==> config.mk <==
export PLATFORM = sky130hd
export DESIGN_NAME = param_gate_array_filtered
export DESIGN_NICKNAME = d
export VERILOG_FILES = /design/src/rtl/gate_array_pkg.sv /design/src/rtl/gate_filter_channel.sv /design/src/rtl/param_gate_array_filtered.sv
export SDC_FILE = /design/constraint.sdc
export NUM_CORES = 1
export LEC_CHECK = 0
export ABC_AREA = 1
export BUFFER_PORTS_ARGS = -buffer_cell sky130_fd_sc_hd__buf_2
export CORE_MARGIN = 3
export CORE_UTILIZATION = 45
export CTS_CLUSTER_DIAMETER = 150
export DETAILED_ROUTE_END_ITERATION = 8
export PLACE_DENSITY_LB_ADDON = 0.05
export SLEW_MARGIN = 20
export SYNTH_ARGS = -nofsm -noshare
export SYNTH_HDL_FRONTEND = slang
export SYNTH_SLANG_ARGS = --single-unit
==> constraint.sdc <==
create_clock -name clk -period 1.8 [get_ports clk]
set_clock_uncertainty 0.1 [all_clocks]
set_input_delay 0.18 -clock clk [delete_from_list [all_inputs] [get_ports clk]]
set_output_delay 0.18 -clock clk [all_outputs]
set_load 0.01 [all_outputs]
==> src/rtl/gate_array_pkg.sv <==
// Shared mode codes and gate evaluation helpers for the filtered gate array.
package gate_array_pkg;

  localparam logic [2:0] MODE_NOR  = 3'd0;
  localparam logic [2:0] MODE_OR   = 3'd1;
  localparam logic [2:0] MODE_NAND = 3'd2;
  localparam logic [2:0] MODE_AND  = 3'd3;
  localparam logic [2:0] MODE_XOR  = 3'd4;
  localparam logic [2:0] MODE_XNOR = 3'd5;
  localparam logic [2:0] MODE_ZERO = 3'd6;
  localparam logic [2:0] MODE_ONE  = 3'd7;

  // Only the low 'width' bits of vec take part, so AND/NAND ignore padding.
  function automatic logic eval_gate(input logic [2:0] mode, input logic [7:0] vec,
                                     input int width);
    logic any_one;
    logic all_one;
    logic parity;
    logic res;
    any_one = 1'b0;
    all_one = 1'b1;
    parity  = 1'b0;
    for (int i = 0; i < 8; i++) begin
      if (i < width) begin
        any_one = any_one | vec[i];
        all_one = all_one & vec[i];
        parity  = parity ^ vec[i];
      end
    end
    case (mode)
      MODE_NOR:  res = ~any_one;
      MODE_OR:   res = any_one;
      MODE_NAND: res = ~all_one;
      MODE_AND:  res = all_one;
      MODE_XOR:  res = parity;
      MODE_XNOR: res = ~parity;
      MODE_ZERO: res = 1'b0;
      default:   res = 1'b1;
    endcase
    return res;
  endfunction

  function automatic logic reset_y(input logic [2:0] mode);
    return eval_gate(mode, 8'h00, 8);
  endfunction

endpackage

==> src/rtl/gate_filter_channel.sv <==
// One gate channel: runtime mode, glitch filter counter and registered output.
module gate_filter_channel
  import gate_array_pkg::*;
#(
  parameter int         INPUTS       = 3,
  parameter int         FILTER_W     = 4,
  parameter logic [2:0] DEFAULT_MODE = 3'd0,
  parameter int         DEFAULT_FILT = 0
) (
  input  logic                clk,
  input  logic                rst,
  input  logic [INPUTS-1:0]   in_slice,
  input  logic                cfg_we,
  input  logic [2:0]          cfg_mode,
  input  logic [FILTER_W-1:0] cfg_filt,
  output logic                y,
  output logic                y_chg
);

  logic [2:0]          mode_q, mode_d;
  logic [FILTER_W-1:0] filt_q, filt_d;
  logic [FILTER_W-1:0] cnt_q, cnt_d;
  logic                y_q, y_d;
  logic                y_chg_q, y_chg_d;
  logic [7:0]          vec;
  logic                f;

  always_comb begin
    vec = '0;
    vec[INPUTS-1:0] = in_slice;
    f = eval_gate(mode_q, vec, INPUTS);
  end

  // A config write owns the edge: counter restarts and y holds.
  always_comb begin
    mode_d  = mode_q;
    filt_d  = filt_q;
    cnt_d   = cnt_q;
    y_d     = y_q;
    y_chg_d = 1'b0;
    if (cfg_we) begin
      mode_d = cfg_mode;
      filt_d = cfg_filt;
      cnt_d  = '0;
    end else if (f == y_q) begin
      cnt_d = '0;
    end else if (cnt_q == filt_q) begin
      y_d     = f;
      cnt_d   = '0;
      y_chg_d = 1'b1;
    end else begin
      cnt_d = cnt_q + FILTER_W'(1);
    end
  end

  always_ff @(posedge clk) begin
    if (rst) begin
      mode_q  <= DEFAULT_MODE;
      filt_q  <= FILTER_W'(DEFAULT_FILT);
      cnt_q   <= '0;
      y_q     <= reset_y(DEFAULT_MODE);
      y_chg_q <= 1'b0;
    end else begin
      mode_q  <= mode_d;
      filt_q  <= filt_d;
      cnt_q   <= cnt_d;
      y_q     <= y_d;
      y_chg_q <= y_chg_d;
    end
  end

  assign y     = y_q;
  assign y_chg = y_chg_q;

endmodule

==> src/rtl/param_gate_array_filtered.sv <==
// Array of CHANNELS configurable gates with a shared input register and config decode.
module param_gate_array_filtered
  import gate_array_pkg::*;
#(
  parameter int         CHANNELS     = 3,
  parameter int         INPUTS       = 3,
  parameter int         FILTER_W     = 4,
  parameter logic [2:0] DEFAULT_MODE = 3'd0,
  parameter int         DEFAULT_FILT = 0,
  localparam int        CH_W         = (CHANNELS > 1) ? $clog2(CHANNELS) : 1
) (
  input  logic                         clk,
  input  logic                         rst,
  input  logic [CHANNELS*INPUTS-1:0]   in_bus,
  input  logic                         cfg_wr,
  input  logic [CH_W-1:0]              cfg_ch,
  input  logic [2:0]                   cfg_mode,
  input  logic [FILTER_W-1:0]          cfg_filt,
  output logic [CHANNELS-1:0]          y,
  output logic [CHANNELS-1:0]          y_chg,
  output logic                         cfg_err
);

  logic [CHANNELS*INPUTS-1:0] in_q, in_q_d;
  logic                       cfg_err_q, cfg_err_d;
  logic [CHANNELS-1:0]        ch_we;

  always_comb begin
    in_q_d    = in_bus;
    cfg_err_d = cfg_wr && (32'(cfg_ch) >= 32'(CHANNELS));
    ch_we     = '0;
    for (int c = 0; c < CHANNELS; c++) begin
      if (cfg_wr && (cfg_ch == CH_W'(c))) ch_we[c] = 1'b1;
    end
  end

  always_ff @(posedge clk) begin
    if (rst) begin
      in_q      <= '0;
      cfg_err_q <= 1'b0;
    end else begin
      in_q      <= in_q_d;
      cfg_err_q <= cfg_err_d;
    end
  end

  assign cfg_err = cfg_err_q;

  for (genvar c = 0; c < CHANNELS; c++) begin : g_ch
    gate_filter_channel #(
      .INPUTS      (INPUTS),
      .FILTER_W    (FILTER_W),
      .DEFAULT_MODE(DEFAULT_MODE),
      .DEFAULT_FILT(DEFAULT_FILT)
    ) u_ch (
      .clk     (clk),
      .rst     (rst),
      .in_slice(in_q[c*INPUTS +: INPUTS]),
      .cfg_we  (ch_we[c]),
      .cfg_mode(cfg_mode),
      .cfg_filt(cfg_filt),
      .y       (y[c]),
      .y_chg   (y_chg[c])
    );
  end

endmodule
# After elaboration in Yosys (flattened, before gate mapping)
# Cells that the tools add are included.
[classes]
magnitude_cmp = 1
add_sub_neg = 3
n_reduce_logical = 17
bitwise = 33
n_eq_ne = 26
n_mux = 9
[ops]
columns = ["op", "n"]
rows = [
  ["3-bit == test (second input constant)", 9],
  ["1-bit case mux with 7 select lines", 3],
  ["3-bit by 2-bit == test with 1-bit output (second input constant)", 6],
  ["1-bit NOT", 15],
  ["4-bit by 1-bit adder with 4-bit output (second input constant)", 3],
  ["4-bit == test", 3],
  ["4-bit OR reduction", 3],
  ["3-bit by 1-bit == test with 1-bit output (second input constant)", 3],
  ["3-bit zero test", 3],
  ["3-bit AND reduction", 3],
  ["3-bit OR reduction", 3],
  ["1-bit bitwise AND", 6],
  ["1-bit two-way mux", 6],
  ["1-bit OR", 6],
  ["1-bit bitwise XOR", 6],
  ["1-bit logical AND", 4],
  ["1-bit == test", 3],
  ["2-bit by 1-bit == test with 1-bit output (second input constant)", 1],
  ["2-bit == test (second input constant)", 1],
  ["2-bit greater-or-equal comparator (second input constant)", 1],
  ["2-bit zero test", 1],
]
[word_totals]
output_inout_bits = 7
elab_cells = 106
input_bits = 21
regBits = 49

# Logic depth before layout (Yosys ltp)
# Gate-level depths: netlist (run 1).
[depth]
depth_word = 7
mapped_depth = 13
ltp_nobuf = 13

# Hierarchy
# Synthesis (run 1) repeated with hierarchy kept, for this count alone.
[unflattened]
hier_cells = 285
hier_area_um2 = 2220.9
[modules_own_cells]
columns = ["module", "seq_area_each_um2", "instances", "cells_per_inst", "area_per_inst_um2"]
rows = [
  ["gate_filter_channel", 260.2, 3, 82, 633.1],
  ["param_gate_array_filtered", 200.2, 1, 39, 321.6],
]

# Least setup slack after synthesis (run 1)
# OpenSTA, ideal clock, no wires.
[synth_timing]
kind = "flip-flop to flip-flop"
from = "register in_q[0]"
to = "register g_ch[0].u_ch.cnt_q[0]"
t_arrival_ns = 1.288
stages_incl_launch_ff = 12
setup_time_ns = 0.067
n_path_buf = 0
synth_period_minus_slack_ns = 1.454
setup_slack_ns = 0.346
required_time_ns = 1.633
path_cell_list = "dfxtp_1 > inv_1 > ha_1 > inv_1 > nand2_1 > nand3_1 > nand2_1 > nand2_1 > nand2_1 > nand2_1 > nand4_1 > nor2_1"
[synth_via]
elab_chain_len = 6
word_cells_on_any_way = 12
cone_classes = "1 x eq/ne; 1 x mux; 9 x bitwise; 1 x reduce/logical"
[synth_lines]
columns = ["item", "line", "source"]
rows = [
  ["from (decl)", "param_gate_array_filtered.sv:24", "logic [CHANNELS*INPUTS-1:0] in_q, in_q_d;"],
  ["from (signal assigned)", "param_gate_array_filtered.sv:42", "in_q <= in_q_d;"],
  ["1-bit bitwise XOR (tied with other cells) (2 in series)", "gate_array_pkg.sv:27", "parity = parity ^ vec[i];"],
  ["1-bit NOT, on equally long branches", "gate_array_pkg.sv:36, gate_array_pkg.sv:31, gate_array_pkg.sv:33", ""],
  ["1-bit case mux with 7 select lines (*)", "gate_array_pkg.sv:30", "case (mode)"],
  ["1-bit == test (*)", "gate_filter_channel.sv:45", "end else if (f == y_q) begin"],
  ["4-bit OR reduction (no source line) (*)", "-", ""],
  ["to (signal assigned)", "gate_filter_channel.sv:66", "cnt_q <= cnt_d;"],
  ["to (decl)", "gate_filter_channel.sv:22", "logic [FILTER_W-1:0] cnt_q, cnt_d;"],
]
# Every way passes the cells marked *; elsewhere a longest branch is shown, timed or not.
# A chain may end at the register's enable or synchronous reset.

# Worst setup path in the final report (run 1)
[layout_timing]
from = "register in_q[3]"
to = "register g_ch[1].u_ch.cnt_q[3]"
[layout_via]
elab_chain_len = 6
word_cells_on_any_way = 12
cone_classes = "1 x eq/ne; 1 x mux; 9 x bitwise; 1 x reduce/logical"
[layout_lines]
columns = ["item", "line"]
rows = [
  ["1-bit bitwise XOR (tied with other cells) (2 in series)", "gate_array_pkg.sv:27"],
  ["1-bit NOT, on equally long branches", "gate_array_pkg.sv:36, gate_array_pkg.sv:31, gate_array_pkg.sv:33"],
  ["1-bit case mux with 7 select lines (*)", "gate_array_pkg.sv:30"],
  ["1-bit == test (*)", "gate_filter_channel.sv:45"],
  ["4-bit OR reduction (no source line) (*)", "-"],
  ["to (signal assigned)", "gate_filter_channel.sv:66"],
  ["to (decl)", "gate_filter_channel.sv:22"],
]
# Marks and branches as above.

==> results by group, run 1 <==
Yosys
  • Post-synth EDFFs: 0
  • Register bit total from synthesis: 49
  • Ys async rst share: 0%
  • Synth unique cells: 24
  • Post-synthesis xor/xnor area fraction: 5.59%
  • Top post-synthesis cells by count: nor2_1, dfxtp_1, inv_1, nand2_1, o21ai_0
  • Most common cell in the synthesized netlist: nor2_1
  • Post-synthesis cell area: 2190 sq um
  • Main synth FF type: dfxtp_1
  • Synth Area in Compound Gates: 8.50%
  • Post-Syn Nets: 323
  • Syn avg cell area: 7.48 sq um
  • Syn Inst Count: 293
  • Top cells by area, synth: dfxtp_1, nor2_1, inv_1
  • Share of the synthesized area in the top cell type: 44.7%
  • Part of the Yosys area used for sequential elements: 44.7%
  • Yosys top cell by area: dfxtp_1
  • Simple-gate share of the synthesized area: 24.5%
  • Adder and majority gate portion of the synthesized area: 5.14%
  • Proportion of synthesized area in mux cells: 0%
  • Largest family of logic cells by synthesized area: simple AND/OR/NAND/NOR gates
  • Syn. warnings: 0

Worst setup path
  • Reg2Reg Setup Slack: 0.18 ns
  • Data required time of the worst path: 1.89 ns
  • Reg2reg start: in_q[3]
  • CP startpoint kind: flip-flop
  • Reg2reg path depth: 11
  • Crit path max-delay family: simple AND/OR/NAND/NOR gates
  • CP most frequent cell: nand2_2
  • Arr. time, crit path: 1.72 ns
  • Critical Path, Cell by Cell: inv_2 -> ha_4 -> inv_1 -> nand2_1 -> nand4_1 -> nand2_1 -> nand2_2 -> nand2_2 -> nand2_2 -> nand4_1 -> nor2_1
  • Crit-path slowest cell: dfxtp_2
  • CP peak stage delay: 0.34 ns
  • Crit-path max FO: 4
  • Setup CP Type: reg2reg
  • Reg2reg end: g_ch[1].u_ch.cnt_q[3]
  • Worst Path Buf+Inv: 2
  • Crit. End Element: flip-flop

Run status
  • Outcome: finished clean

Placed design
  • Placed cell area: 2370 sq um
  • Hpwl dp: 3100 microns
  • GP Congestion: 0.786
  • IO buf count: 27

Clock tree
  • Clock Path Buffers: 2
  • CTS Buf Count: 5
  • CTS sink count: 49
  • Clk Latency, worst-skew pair: 0.30 ns
  • TritonCTS clock tree: yes
  • Clock-pin transition on the worst setup and hold timing paths: 0.08 ns
  • H-tree Lvls: 2
  • Clock root cell: clkbuf_8

Floorplan
  • Core area: 4530 sq um
  • IO Pins: 28
  • Core Rows: 24
  • Die Ht: 75.8 microns
  • Die W: 75.8 microns
  • Die area: 5740 sq um
  • Initial Util: 48.3%

Timing
  • Min cycle time layout: 1.62 ns
  • Final hold violation count: 0
  • Worst slew pin tran: 0.328 ns
  • Slew margin rel.: 78.1%
  • Final slew viol count: 0
  • Setup_tns: 0 ns
  • Fmax: 616 MHz
  • RSZ-0062 raised after global routing: false
  • Hold_ws: 0.0445 ns
  • Setup-failing EPs final: 0
  • Tcrit/Tclk final: 90.3%

Detailed routing
  • Drt drc: 0
  • Remaining antenna violation count: 0
  • Final wirelength: 4250 microns
  • Wire per inst: 10.7 microns
  • Vias per cell: 4.55
  • Detailed Route Iter0 Violations: 52
  • Vias: 1808
  • Drt pass-1 iters: 4

Finish
  • Fraction of layout cells with a size suffix above 1: 18.7%
  • Diode count: 0
  • # fillers: 441
  • Final Cell Area: 2620 sq um
  • Final #Nets: 361
  • P&R area growth vs syn: 19.7%

Hold path
  • Worst Hold Class: in2reg
  • Depth of the worst hold-timing path: 3
  • Hold path endpoint: g_ch[0].u_ch.mode_q[1]
  • Hold_sp: cfg_mode[1]

GRT
  • First-pass GRT wire length: 7200 microns
  • Largest net degree at the start of global routing: 17
  • Vias in the first global route: 1651
  • Initial antenna violation count: 0
  • Total congestion overflow: 0
  • Gr usage total: 16.6%

Power and ir drop
  • Pwr/cell area: 864 nW/um^2
  • Lkg Pwr: 0.00123 uW
  • VDD IR max: 0.000447 V

Run
  • Max cap viols: 0
[timing repair]
action / 4_1_cts / 5_1_grt
endpoints found under the setup margin: 0 / 6
endpoints found under the hold margin: 9 / 0
hold buffers: 9 / 0
setup buffers: 0 / 2
gates resized for setup: 0 / 13
[metal layers]
layer	global-route usage, %	up-vias	share of wire, %
met5	0	-	0
met4	5.83	0	1.4
met3	4.09	8	4.3
met2	26.8	31	45
met1	21.4	789	49
li1	-	980	-
[worst register-to-register path: cells and delay by family (launching register included)]
kind          cells  cell delay, ns
simple gates      8            0.73
flops             1            0.34
fa+ha+maj         1            0.26
buf+inv           2            0.07
[flip-flops by register name, indices dropped and copies added (netlist names)]
signal / cells
g_ch.u_ch.cnt_q: 12
g_ch.u_ch.filt_q: 12
g_ch.u_ch.mode_q: 9
in_q: 9
g_ch.u_ch.y: 3
g_ch.u_ch.y_chg: 3
cfg_err: 1
[layout make-up]
type / instances / area (sq um) / area share, %
Clock inverter: 1 / 5.00 / 0.191
Sequential cell: 49 / 986 / 37.6
Tap cell: 65 / 81.3 / 3.10
Timing Repair Buffer: 41 / 263 / 10.0
Clock buffer: 7 / 96.3 / 3.67
Multi-Input combinational cell: 183 / 1000 / 38.1
Inverter: 51 / 191 / 7.30
[report_power, final]
part           leakage [uW]  internal, uW  switching (uW)
Clock             0.0000542           347             348
Combinational      0.000776           159             215
Sequential         0.000403          1150            45.4
Total               0.00123          1660             608
[cell usage in the layout, fill, tap and decap left out, drive strengths merged, types with 7 or more instances in the layout]
| master | netlist | layout |
|---|---|---|
| buf | 8 | 32 |
| ha | 9 | 9 |
| xnor2 | 11 | 11 |
| nor2 | 62 | 62 |
| nand4 | 10 | 10 |
| o21ai | 24 | 24 |
| dfxtp | 49 | 49 |
| a21oi | 9 | 9 |
| clkbuf | 2 | 7 |
| dlygate4sd3 | 0 | 9 |
| nand3 | 14 | 14 |
| nand2 | 35 | 35 |
| inv | 51 | 51 |
[worst max path at each step]
stage                     slack (ns)     from  cells after the start                    end
after global routing            0.01  in_q[4]                     10  g_ch[1].u_ch.cnt_q[3]
after detailed placement        0.15  in_q[0]                     11  g_ch[0].u_ch.cnt_q[3]
after floorplan                 0.35  in_q[0]                     11  g_ch[0].u_ch.cnt_q[0]
final                           0.18  in_q[3]                     11  g_ch[1].u_ch.cnt_q[3]
after global placement          0.23  in_q[0]                     11  g_ch[0].u_ch.cnt_q[0]
after CTS                       0.14  in_q[0]                     11  g_ch[0].u_ch.cnt_q[3]
[cell families (layout without fill, tap and decap cells)]
kind of cell / after synthesis / in the layout
xor gates and xnor gates: 14 / 14
and+or+nand+nor: 124 / 124
AOI/OAI and AO/OA: 36 / 36
DFF: 49 / 49
buffers and inverters: 61 / 100
adders and majority gates: 9 / 9
[through the flow]
stage               instances  util (%)  total power (uW)  setup slack (ns)
global route              397      57.9              2410            0.0129
detailed placement        378      52.3              1560             0.152
global placement          378      52.3              1560             0.226
finish                    397      57.9              2270             0.175
CTS                       395      56.5              2270             0.138
floorplan                 293         -              1480             0.346
(Power assumes the default switching activity.)
==> run 2, diff against run 1 <==
--- a/config.mk
+++ b/config.mk
@@ -8,7 +8,7 @@
 export ABC_AREA = 1
 export BUFFER_PORTS_ARGS = -buffer_cell sky130_fd_sc_hd__buf_2
 export CORE_MARGIN = 3
-export CORE_UTILIZATION = 45
+export CORE_UTILIZATION = 57
 export CTS_CLUSTER_DIAMETER = 150
 export DETAILED_ROUTE_END_ITERATION = 8
 export PLACE_DENSITY_LB_ADDON = 0.05
==> constraint.sdc (replaced) <==
create_clock -name clk -period 1.8 [get_ports clk]
set_clock_uncertainty 0.1 [all_clocks]
set_input_delay 0.18 -clock clk [delete_from_list [all_inputs] [get_ports clk]]
set_output_delay 0.18 -clock clk [all_outputs]
set_load 0.005 [all_outputs]
==> results by group, run 2 (same netlist as run 1, synthesis figures left out) <==
Run status
  • Outcome: finished clean

Clock tree
  • TritonCTS clock tree: yes
  • Total setup buffers inserted after CTS: 0
  • Clock root cell: clkbuf_8
  • CTS Buf Count: 5
  • Clk Latency, worst-skew pair: 0.30 ns
  • Clock-pin transition on the worst setup and hold timing paths: 0.08 ns
  • Clock Path Buffers: 2
  • H-tree Lvls: 2
  • CTS sink count: 49

Detailed routing
  • Drt pass-1 iters: 4
  • Wire per inst: 11.1 microns
  • Drt drc: 0
  • Vias: 1846
  • Final wirelength: 4120 microns
  • Detailed Route Iter0 Violations: 99
  • Remaining antenna violation count: 0
  • Vias per cell: 4.95

Timing
  • Setup-failing EPs final: 0
  • Slew margin rel.: 76.7%
  • Hold_ws: 0.0101 ns
  • Worst slew pin tran: 0.350 ns
  • Final worst-path setup slack: 0.164 ns
  • Final slew viol count: 0
  • Fmax: 611 MHz
  • Min cycle time layout: 1.64 ns
  • Final hold violation count: 0
  • Setup_tns: 0 ns
  • Tcrit/Tclk final: 90.9%

GRT
  • Global-route track usage on met3: 3.94%
  • First-pass GRT wire length: 7140 microns
  • Initial antenna violation count: 0
  • Vias in the first global route: 1688
  • Largest net degree at the start of global routing: 17
  • Gr usage total: 20.7%
  • Met2 GRT Util: 35.0%
  • GRT met1 Usage: 25.3%
  • Total congestion overflow: 0
  • Global routing's busiest layer: met2

Worst setup path
  • Arr. time, crit path: 1.77 ns
  • Data required time of the worst path: 1.93 ns
  • Crit. End Element: flip-flop
  • Crit-path max FO: 4
  • Setup CP Type: reg2reg
  • CP startpoint kind: flip-flop

Floorplan
  • Core area: 3520 sq um
  • Die Ht: 68.0 microns
  • IO Pins: 28
  • Core Rows: 21
  • Die W: 68.0 microns
  • Initial Util: 62.3%
  • Die area: 4630 sq um

Run
  • Max cap viols: 0

Placed design
  • Placed cell area: 2350 sq um
  • IO buf count: 27
  • Worst slack at placement: 0.185 ns
  • GP Congestion: 0.809
  • Hpwl dp: 3130 microns

Finish
  • # fillers: 321
  • P&R area growth vs syn: 14.8%
  • Fraction of layout cells with a size suffix above 1: 15.9%
  • Diode count: 0
  • Final Cell Area: 2520 sq um
  • Commonest non-fill, non-tap cells in the layout: nor2_1, inv_1, dfxtp_1
  • Top flop regs: g_ch.u_ch.cnt_q x12, g_ch.u_ch.filt_q x12
  • Commonest non-fill, non-tap cell in the layout: nor2_1
  • Final #Nets: 358

Hold path
  • Worst Hold Class: in2reg

Power and ir drop
  • Lkg Pwr: 0.00120 uW
  • Clock power frac: 27.4%
  • Internal power: 1560 uW
  • Combinational Power Share: 16.5%
  • Net Switching: 579 uW
  • Pwr/cell area: 849 nW/um^2
  • Register share of total power: 56.1%
  • VDD IR max: 0.000543 V
  • Switching fraction of total power: 27.1%
-- run 2: final timing paths --
| kind | startpoint | slack, ns | end | cells past startpoint |
|---|---|---|---|---|
| worst max-delay path | in_q[0] | 0.16 | g_ch[0].u_ch.cnt_q[0] | 11 |
| worst min-delay path | in_bus[6] | 0.01 | in_q[6] | 3 |
| worst max register to register | in_q[0] | 0.16 | g_ch[0].u_ch.cnt_q[0] | 11 |
| worst min register to register | g_ch[0].u_ch.filt_q[2] | 0.37 | g_ch[0].u_ch.filt_q[2] | 2 |
-- run 2: what timing repair did --
action | CTS | global route
hold endpoints to repair | 8 | 0
setup endpoints to repair | 0 | 6
gates resized for setup | 0 | 7
hold buffers | 8 | 0
-- run 2: power groups by stage --
stage	Clock (uW)	Combinational, uW	Sequential, uW
after global placement	0	324	1220
after global routing	645	409	1210
after floorplan	0	261	1210
after CTS	603	349	1200
after detailed placement	0	334	1220
final	585	353	1200
-- run 2: through the flow --
step                      instances  util, %  total power (uW)
final                           373     71.5              2140
after global routing            373     71.5              2260
after CTS                       373     71.0              2150
after detailed placement        359     66.6              1560
after global placement          359     66.6              1540
after floorplan                 293        -              1470
-- run 2: metal layers --
| metal | wire [microns] | share of wire, % |
|---|---|---|
| met5 | 0 | 0 |
| met4 | 82 | 2.0 |
| met3 | 168 | 4.1 |
| met2 | 1930 | 47 |
| met1 | 1940 | 47 |
-- run 2: final cells by class --
type	instances	area (sq um)	share of cell area, %
sequential	49	985	39.1
clock buffer	5	68.8	2.73
tap	46	57.6	2.29
inverter	51	191	7.61
multi-input combinational	183	971	38.6
timing repair buffer	38	238	9.45
clock inverter	1	5.00	0.199
-- run 2: critical path: stages, from the launching register on --
cell     delay, ns
dfxtp_2       0.34
inv_1         0.04
ha_1          0.29
inv_1         0.06
nand2_1       0.05
nand3_1       0.10
nand2_1       0.06
nand2_1       0.09
nand2_2       0.07
nand2_1       0.07
nand4_1       0.16
nor2_1        0.14
==> run 3, diff against run 2 <==
--- a/config.mk
+++ b/config.mk
@@ -16,3 +16,4 @@
 export SYNTH_ARGS = -nofsm -noshare
 export SYNTH_HDL_FRONTEND = slang
 export SYNTH_SLANG_ARGS = --single-unit
+export TNS_END_PERCENT = 10
==> constraint.sdc (replaced) <==
create_clock -name clk -period 1.68 [get_ports clk]
set_clock_uncertainty 0.1 [all_clocks]
set_input_delay 0.168 -clock clk [delete_from_list [all_inputs] [get_ports clk]]
set_output_delay 0.168 -clock clk [all_outputs]
set_load 0.005 [all_outputs]
==> results by group, run 3 (same netlist as run 1, synthesis figures left out) <==
Finish
  • Fraction of layout cells with a size suffix above 1: 23.7%
  • Commonest non-fill, non-tap cells in the layout: nor2_1, inv_1, dfxtp_1
  • Commonest non-fill, non-tap cell in the layout: nor2_1
  • Top flop regs: g_ch.u_ch.cnt_q x12, g_ch.u_ch.filt_q x12
  • Final #Nets: 362
  • Diode count: 0
  • # fillers: 281
  • P&R area growth vs syn: 21.2%

Worst setup path
  • Worst Path Buf+Inv: 2
  • CP startpoint kind: flip-flop
  • Crit-path slowest cell: dfxtp_2
  • Setup CP Type: reg2reg
  • Arr. time, crit path: 1.73 ns
  • Crit path max-delay family: simple AND/OR/NAND/NOR gates
  • CP most frequent cell: nand2_1
  • CP peak stage delay: 0.34 ns
  • Critical Path, Cell by Cell: inv_1 -> ha_4 -> inv_1 -> nand2_1 -> nand4_1 -> nand2_1 -> nand2_2 -> nand2_1 -> nand2_1 -> nand4_1 -> nor2_1
  • Crit. End Element: flip-flop
  • Crit-path max FO: 4
  • Data required time of the worst path: 1.78 ns

Detailed routing
  • Drt pass-1 iters: 4
  • Final wirelength: 4560 microns
  • Wire per inst: 12.0 microns
  • Vias per cell: 5.00
  • Vias: 1896
  • Detailed Route Iter0 Violations: 120
  • Drt drc: 0
  • Remaining antenna violation count: 0

Placed design
  • Hpwl dp: 3150 microns
  • GP Congestion: 0.753
  • IO buf count: 27

GRT
  • Gr usage total: 20.7%
  • Largest net degree at the start of global routing: 17
  • Total congestion overflow: 0
  • Initial antenna violation count: 0
  • Vias in the first global route: 1615
  • First-pass GRT wire length: 7150 microns

Clock tree
  • H-tree Lvls: 2
  • CTS Buf Count: 5
  • Clock-pin transition on the worst setup and hold timing paths: 0.09 ns
  • Clock root cell: clkbuf_8
  • Clock Path Buffers: 2
  • CTS sink count: 49
  • Clk Latency, worst-skew pair: 0.30 ns
  • TritonCTS clock tree: yes

Power and ir drop
  • Final Power: 2440 uW
  • Pwr/cell area: 918 nW/um^2
  • Lkg Pwr: 0.00124 uW
  • VDD IR max: 0.000601 V

Timing
  • Setup-failing EPs final: 0
  • Final hold violation count: 0
  • Hold_ws: 0.0183 ns
  • Slew margin rel.: 78.0%
  • Final slew viol count: 0
  • Worst slew pin tran: 0.328 ns
  • Min cycle time layout: 1.63 ns
  • Tcrit/Tclk final: 97.1%
  • Fmax: 613 MHz
  • RSZ-0062 raised after global routing: true

Hold path
  • Worst Hold Class: in2reg

Run
  • Max cap viols: 0

Floorplan
  • Core area: 3520 sq um
  • Core Rows: 21
  • IO Pins: 28
  • Initial Util: 62.3%
  • Die area: 4630 sq um
  • Die W: 68.0 microns
  • Die Ht: 68.0 microns

Run status
  • Outcome: finished clean
==> run 3: worst paths after layout <==
kind                          startpoint                endpoint  slack, ns  cells past startpoint
setup / recovery                 in_q[3]   g_ch[1].u_ch.cnt_q[1]       0.05                     11
hold / removal                       rst      g_ch[0].u_ch.y_chg       0.02                      2
setup reg to reg                 in_q[3]   g_ch[1].u_ch.cnt_q[1]       0.05                     11
hold reg to reg   g_ch[0].u_ch.filt_q[2]  g_ch[0].u_ch.filt_q[2]       0.38                      2
==> run 3: timing repair <==
action | in CTS | in global routing
setup endpoints to repair | 0 | 14
hold buffers | 9 | 0
hold endpoints to repair | 9 | 0
resized for setup | 0 | 30
buffers inserted | 0 | 2
==> run 3: final cells by class <==
cell class / count / area [sq um] / area share, %
inverter: 51 / 191 / 7.20
clock buffer: 6 / 82.6 / 3.11
tap: 46 / 57.6 / 2.17
timing repair buffer: 42 / 270 / 10.2
multi-input combinational: 183 / 1050 / 39.6
sequential: 49 / 988 / 37.2
clock inverter: 2 / 13.8 / 0.518
==> run 3: power by group <==
group	total [uW]	switching, uW	internal, uW
clock	730	396	334
combinational	421	241	180
sequential	1290	53.1	1240
total	2440	690	1750
==> run 3: through the flow <==
stage	TNS (ns)	util (%)	instance area, sq um	cells	setup slack (ns)
after global routing	-0.291	75.5	2660	379	-0.0699
after CTS	0	72.1	2540	377	0.000945
final	0	75.5	2660	379	0.0495
after detailed placement	0	66.8	2350	360	0.0237
after floorplan	0	-	2190	293	0.226
after global placement	0	66.8	2350	360	0.102
==> run 3: routing by layer <==
layer / routed length, microns / up-vias / track usage (%) / part of all wire (%)
met5: 0 / - / 0 / 0
met4: 70 / 0 / 7.44 / 1.5
met3: 220 / 8 / 4.11 / 4.8
met2: 2280 / 47 / 35.1 / 50
met1: 1990 / 851 / 25.8 / 44
li1: - / 990 / - / -
==> run 3: worst register-to-register path: stages (launching register included) <==
cell	delay [ns]
dfxtp_2	0.34
inv_1	0.06
ha_4	0.26
inv_1	0.03
nand2_1	0.05
nand4_1	0.13
nand2_1	0.12
nand2_2	0.07
nand2_1	0.06
nand2_1	0.07
nand4_1	0.17
nor2_1	0.07
